$ cat src/rtl/sequential_multiplier_pkg.sv
// -----------------------------------------------------------------------------
// sequential_multiplier_pkg
//   Shared definitions for the bit-serial shift-add multiplier:
//     - state_t : controller state encoding (IDLE, RUN)
//     - clog2   : bit-counter width helper
// -----------------------------------------------------------------------------
package sequential_multiplier_pkg;

    typedef enum logic {
        IDLE = 1'b0,
        RUN  = 1'b1
    } state_t;

    // Width needed to hold values 0..value-1. Never returns less than 1, so a
    // counter declared with this width is always legal.
    function automatic int clog2(input int value);
        int result;
        result = 0;
        for (int i = 0; i < 31; i++) begin
            if ((1 << i) < value) begin
                result = i + 1;
            end
        end
        if (result < 1) begin
            result = 1;
        end
        return result;
    endfunction

endpackage

$ cat src/rtl/sequential_multiplier_shift_add_step.sv
// -----------------------------------------------------------------------------
// shift_add_step
//   One combinational shift-add step: acc_out = acc_in + (bit_in ? a_in << k_in : 0).
//   The multiplicand is zero-extended to the accumulator width before the
//   shift, so no partial-product bits are lost.
// Ports
//   acc_in   in   ACC_WIDTH  running partial sum
//   a_in     in   A_WIDTH    multiplicand
//   bit_in   in   1          current multiplier bit
//   k_in     in   K_WIDTH    weight (bit position) of the current multiplier bit
//   acc_out  out  ACC_WIDTH  updated partial sum
// -----------------------------------------------------------------------------
module shift_add_step #(
    parameter int ACC_WIDTH = 32,
    parameter int A_WIDTH   = 16,
    parameter int K_WIDTH   = 4
) (
    input  logic [ACC_WIDTH-1:0] acc_in,
    input  logic [A_WIDTH-1:0]   a_in,
    input  logic                 bit_in,
    input  logic [K_WIDTH-1:0]   k_in,
    output logic [ACC_WIDTH-1:0] acc_out
);

    logic [ACC_WIDTH-1:0] a_ext;
    logic [ACC_WIDTH-1:0] partial;

    assign a_ext   = ACC_WIDTH'(a_in);
    assign partial = bit_in ? (a_ext << k_in) : '0;
    assign acc_out = acc_in + partial;

endmodule

$ cat src/rtl/sequential_multiplier.sv
// -----------------------------------------------------------------------------
// sequential_multiplier
//   Bit-serial shift-add unsigned multiplier. The multiplicand is loaded in
//   parallel on the start edge; the multiplier arrives LSB first, one bit per
//   clock, with bit 0 valid on the start edge. The full-width product is
//   registered and flagged by a one-cycle done pulse N-1 cycles after start.
//
//   state | meaning
//   ------+-----------------------------------------------------------------
//   IDLE  | waiting for start; start edge consumes bit 0 and loads operand A
//   RUN   | consuming bits 1..N-1; last bit publishes product and pulses done
//
// Ports
//   clk                       in   1      clock, rising edge
//   rst                       in   1      asynchronous reset, active low
//   start                     in   1      begin an operation (ignored in RUN)
//   multiplicand              in   M      operand A, sampled on the start edge
//   multiplier                in   N      parallel copy of B, not used
//   multiplier_serial_bit_in  in   1      operand B, LSB first
//   product                   out  M+N    A*B, held until the next completion
//   done                      out  1      one-cycle pulse on product update
// -----------------------------------------------------------------------------
module sequential_multiplier
    import sequential_multiplier_pkg::*;
#(
    parameter int MULTIPLICAND_WIDTH = 16,
    parameter int MULTIPLIER_WIDTH   = 16
) (
    input  logic                                         clk,
    input  logic                                         rst,
    input  logic                                         start,
    input  logic [MULTIPLICAND_WIDTH-1:0]                multiplicand,
    input  logic [MULTIPLIER_WIDTH-1:0]                  multiplier,
    input  logic                                         multiplier_serial_bit_in,
    output logic [MULTIPLICAND_WIDTH+MULTIPLIER_WIDTH-1:0] product,
    output logic                                         done
);

    localparam int PROD_WIDTH = MULTIPLICAND_WIDTH + MULTIPLIER_WIDTH;
    localparam int CNT_WIDTH  = clog2(MULTIPLIER_WIDTH);
    localparam logic [CNT_WIDTH-1:0] LAST_BIT = CNT_WIDTH'(MULTIPLIER_WIDTH - 1);

    state_t                        state;
    state_t                        state_nxt;
    logic                          load;
    logic                          finish;

    logic [MULTIPLICAND_WIDTH-1:0] a_reg;
    logic [PROD_WIDTH-1:0]         acc;
    logic [CNT_WIDTH-1:0]          cnt;

    logic [PROD_WIDTH-1:0]         step_acc_in;
    logic [MULTIPLICAND_WIDTH-1:0] step_a_in;
    logic [CNT_WIDTH-1:0]          step_k_in;
    logic [PROD_WIDTH-1:0]         step_sum;

    // The parallel multiplier copy is informational only.
    logic unused_multiplier;
    assign unused_multiplier = ^multiplier;

    // -------------------------------------------------------------------------
    // Controller
    // -------------------------------------------------------------------------
    always_ff @(posedge clk or negedge rst) begin
        if (!rst) begin
            state <= IDLE;
        end else begin
            state <= state_nxt;
        end
    end

    always_comb begin
        state_nxt = state;
        load      = 1'b0;
        finish    = 1'b0;
        case (state)
            IDLE: begin
                if (start) begin
                    load      = 1'b1;
                    state_nxt = RUN;
                end
            end
            RUN: begin
                if (cnt == LAST_BIT) begin
                    finish    = 1'b1;
                    state_nxt = IDLE;
                end
            end
            default: state_nxt = IDLE;
        endcase
    end

    // -------------------------------------------------------------------------
    // Datapath
    // On the start edge the step works from a zero sum, the live multiplicand
    // input and weight 0, so bit 0 is absorbed without a dedicated cycle.
    // -------------------------------------------------------------------------
    always_comb begin
        step_acc_in = '0;
        step_a_in   = multiplicand;
        step_k_in   = '0;
        if (state == RUN) begin
            step_acc_in = acc;
            step_a_in   = a_reg;
            step_k_in   = cnt;
        end
    end

    shift_add_step #(
        .ACC_WIDTH (PROD_WIDTH),
        .A_WIDTH   (MULTIPLICAND_WIDTH),
        .K_WIDTH   (CNT_WIDTH)
    ) u_step (
        .acc_in  (step_acc_in),
        .a_in    (step_a_in),
        .bit_in  (multiplier_serial_bit_in),
        .k_in    (step_k_in),
        .acc_out (step_sum)
    );

    always_ff @(posedge clk or negedge rst) begin
        if (!rst) begin
            a_reg   <= '0;
            acc     <= '0;
            cnt     <= '0;
            product <= '0;
            done    <= 1'b0;
        end else begin
            done <= finish;
            if (load) begin
                a_reg <= multiplicand;
                acc   <= step_sum;
                cnt   <= CNT_WIDTH'(1);
            end else if (state == RUN) begin
                if (finish) begin
                    // Only the completed sum is ever exposed on product.
                    product <= step_sum;
                    acc     <= '0;
                    cnt     <= '0;
                end else begin
                    acc <= step_sum;
                    cnt <= cnt + CNT_WIDTH'(1);
                end
            end
        end
    end

endmodule

$ cat config.mk
export PLATFORM = sky130hd
export DESIGN_NAME = sequential_multiplier
export DESIGN_NICKNAME = d
export VERILOG_FILES = /design/src/rtl/sequential_multiplier_pkg.sv /design/src/rtl/sequential_multiplier_shift_add_step.sv /design/src/rtl/sequential_multiplier.sv
export SDC_FILE = /design/constraint.sdc
export NUM_CORES = 1
export LEC_CHECK = 0
export BUFFER_PORTS_ARGS = -buffer_cell sky130_fd_sc_hd__clkbuf_2
export CAP_MARGIN = 20
export CORE_ASPECT_RATIO = 1.5
export CORE_MARGIN = 10
export CORE_UTILIZATION = 42
export CTS_CLUSTER_SIZE = 24
export DETAILED_ROUTE_END_ITERATION = 7
export PLACE_DENSITY = 0.62
export SYNTH_ARGS = -nofsm -noshare
export SYNTH_HDL_FRONTEND = slang
export SYNTH_SLANG_ARGS = --single-unit
$ cat constraint.sdc
create_clock -name clk -period 5.2 [get_ports clk]
set_input_delay 0.26 -clock clk [delete_from_list [all_inputs] [get_ports clk]]
set_output_delay 0.26 -clock clk [all_outputs]
set_load 0.05 [all_outputs]
==> flow_summary.yaml <==
outcome:
  run_status: "completed"
critical_path:
  rrSetupSlack_ns: 0.72
  timing.critical_path.fanout_max: 26
  worstRegToRegCells: 13
  critical_path.max_stage_delay_ns: 0.63
  r2r_end: "product[30]"
  start_kind: "flip-flop"
  crit_type: "reg2reg"
  critPathSlowestCell: "dfrtp_2"
  crit_path_cell_trace: "buf_4, nand2_1, o21ai_0, mux2i_1, o32ai_1, ha_1, and3_1, a221oi_2, a2bb2oi_1, a21oi_1, a21o_1, a311oi_1, mux2_2"
  reg2reg_from: "state"
  crit_path_end_kind: "flip-flop"
  worstPathRequired_ns: 5.48
  cp_data_arrival_time_ns: 4.77
floorplan:
  chipHeight_um: 170
  dieArea_um2: 20300
  placement_rows: 54
  io-pin-count: 69
  initial_utilization_pct: 43.0
  core_um2: 14600
  dieWidth_um: 120
yosys:
  synth.distinct_cells: 60
  postSynthAreaPerCell_um2: 8.82
  synth_top_family_by_area: "compound AO/OA/AOI/OAI gates"
  synth.mux.area_fraction_pct: 10.4
  yosysWarningCount: 0
  dominantRegCellSynth: "dfrtp_1"
  synth_xor_area_share_pct: 2.51
  synth_top_area_share_pct: 34.3
  synth_enable_flop_cells: 0
  syn-instance-count: 711
  area_fraction_in_compound_gates_after_synthesis_pct: 25.1
  number_of_nets_in_the_synthesized_netlist: 780
  post-synth-top-area-cell: "dfrtp_1"
  synthSimpleGateAreaFrac_pct: 17.6
  asyncSetResetFlopFracSynth_pct: 100
  number_of_synthesized_register_bits: 86
  synth-seq-area-share_pct: 34.3
  post_synth_main_area_contributors: "dfrtp_1 (34%), mux2_2 (7.5%), ha_1 (6.4%)"
  area_share_of_fa_ha_maj_cells_after_synthesis_pct: 6.70
  post_synthesis_instance_area_um2: 6270
sta:
  setup_repair_after_global_routing_missed_its_margin: "false"
  setup_total_negative_slack_ns: 0
  timing_worst_slew_pin_value_ns: 0.892
  final.period_utilization_pct: 86.2
  hold_violations: 0
  period_needed_ns: 4.48
  max_freq_ghz: 0.223
  drv_slew: 0
  clock-skew-final_ns: 0.00469
  slew-limit-headroom_pct: 40.5
  setup-violations-final: 0
clock_network:
  clk_transition_reported_paths_ns: 0.07
  cts_buffers: 9
  post_cts.repair.setup_buffers: 0
  clockRootBuffer: "clkbuf_16"
  htree_num_levels: 3
  clock_sinks: 86
  post_cts_resize_count: 0
  clock_tree_from_tritoncts: "done"
  clock_path_buffers: 2
  clk-insertion-delay-late_ns: 0.34
place:
  finalWeightedCongestion: 0.935
  placement.io_buffers: 52
  dp_hpwl_um: 13400
  dpl.cell_count: 929
hold_path:
  holdCritPathClass: "in2reg"
  hold_path_end: "a_reg[8]"
  worstHoldStart: "multiplicand[8]"
  hold_depth: 2
routing:
  post_drt_wl_per_cell_um: 18.5
  drc_errors: 0
  wl_um: 17400
  first_iter_violations: 456
  post_drt_via_cell_ratio: 5.80
  route.antenna.remaining_nets: 0
  detailroute.via_count: 5480
  drt_pass1_iterations: 5
grt:
  antenna_found_initial: 0
  grt_max_degree: 46
  gr-total-overflow: 0
  wire_length_of_the_first_global_routing_pass_um: 29100
  global_route.usage.total_pct: 17.3
  vias_in_the_first_global_route: 5814
cells_and_area:
  layout.filler_cells: 1487
  final-instance-count-excl-fill: 945
  layout-drive-gt1-share_pct: 18.4
  area_growth_syn_to_layout_pct: 12.4
  diodes: 0
  nNetsFinal: 814
job:
  maxCapViolations: 0
synth_stat cells (4+ instances only):
| cell | number |
|---|---|
| a211o_1 | 5 |
| a211oi_1 | 17 |
| a21o_1 | 22 |
| a21oi_1 | 43 |
| a221o_1 | 4 |
| a22o_1 | 20 |
| a31o_2 | 5 |
| a31oi_1 | 4 |
| a32o_1 | 4 |
| and2_1 | 42 |
| and3_1 | 6 |
| clkbuf_1 | 40 |
| dfrtp_1 | 86 |
| ha_1 | 32 |
| inv_1 | 12 |
| mux2_2 | 42 |
| mux2i_1 | 18 |
| nand2_1 | 74 |
| nand2b_1 | 5 |
| nand3_1 | 13 |
| nand4_1 | 5 |
| nor2_1 | 57 |
| nor2b_1 | 5 |
| nor3_1 | 10 |
| o2111ai_1 | 5 |
| o211ai_1 | 6 |
| o21a_1 | 8 |
| o21ai_0 | 49 |
| o21bai_1 | 4 |
| o22ai_1 | 8 |
| o31ai_1 | 4 |
| xnor2_1 | 15 |
through the flow:
stage	hold WS, ns	instance area (um^2)	worst slack (ns)	util [%]
floorplan	-0.0356	6270	1.28	-
detailed placement	0.277	6720	0.771	46.1
global placement	0.272	6720	0.807	46.1
global route	0.167	7050	0.391	48.3
CTS	0.157	7050	0.745	48.3
finish	0.165	7050	0.717	48.3
critical path: cells and delay by family, from the launching register on:
kind,cells,cell delay (ns)
mux,2,0.41
flops,1,0.63
buf+inv,1,0.27
fa+ha+maj,1,0.40
compound gates,7,2.30
simple gates,2,0.40
layout make-up:
type | instances | area [um^2] | area share (%)
clock buffers | 10 | 229 | 3.25
clock inverters | 5 | 85.1 | 1.21
inverters | 13 | 48.8 | 0.692
multi-input cells | 569 | 3920 | 55.6
flip-flops and latches | 86 | 2150 | 30.6
well taps | 196 | 245 | 3.48
repair buffers | 66 | 370 | 5.25
routing by layer:
layer	vias up	wire (um)	global-route usage, %
met1	2638	7560	20.5
met5	-	0	0
met4	0	478	7.00
li1	2683	-	-
met3	34	719	3.13
met2	125	8690	30.0
cell usage in the layout, fill, tap and decap left out, types with 3 or more instances in the layout:
master     count
dfrtp_1       85
nand2_1       74
nor2_1        56
clkbuf_2      51
o21ai_0       49
a21oi_1       43
and2_1        42
mux2_2        42
ha_1          32
a21o_1        22
a22o_1        20
mux2i_1       18
a211oi_1      17
xnor2_1       15
buf_4         14
nand3_1       13
inv_1         12
nor3_1        10
clkbuf_16      9
o21a_1         8
o22ai_1        8
o211ai_1       6
and3_1         6
nand4_1        5
nor2b_1        5
o2111ai_1      5
a31o_2         5
nand2b_1       5
a211o_1        5
a32o_1         4
a221o_1        4
a31oi_1        4
o21bai_1       4
o31ai_1        4
nor3b_1        3
or3_1          3
xor2_1         3
kinds of logic after synthesis:
family | after synthesis
DFF | 86
muxes | 60
adders and majority gates | 33
xor gates and xnor gates | 18
and+or+nand+nor | 230
buffers and inverters | 56
AOI/OAI and AO/OA | 228
what timing repair did:
action                     4_1_cts  5_1_grt
hold buffers                     1        0
setup endpoints to repair        0        0
hold endpoints to repair        41        0
worst max-delay path by stage:
| stage | start | endpoint | slack [ns] |
|---|---|---|---|
| CTS | state | product[24] | 0.74 |
| detailed placement | state | product[24] | 0.77 |
| global placement | state | product[24] | 0.81 |
| global route | state | acc[29] | 0.39 |
| floorplan | cnt[0] | product[20] | 1.28 |
| finish | state | product[30] | 0.72 |
Power is left out: the tool's default activity adds up to more than one toggle a clock period on the data nets, which glitch-free logic cannot reach.
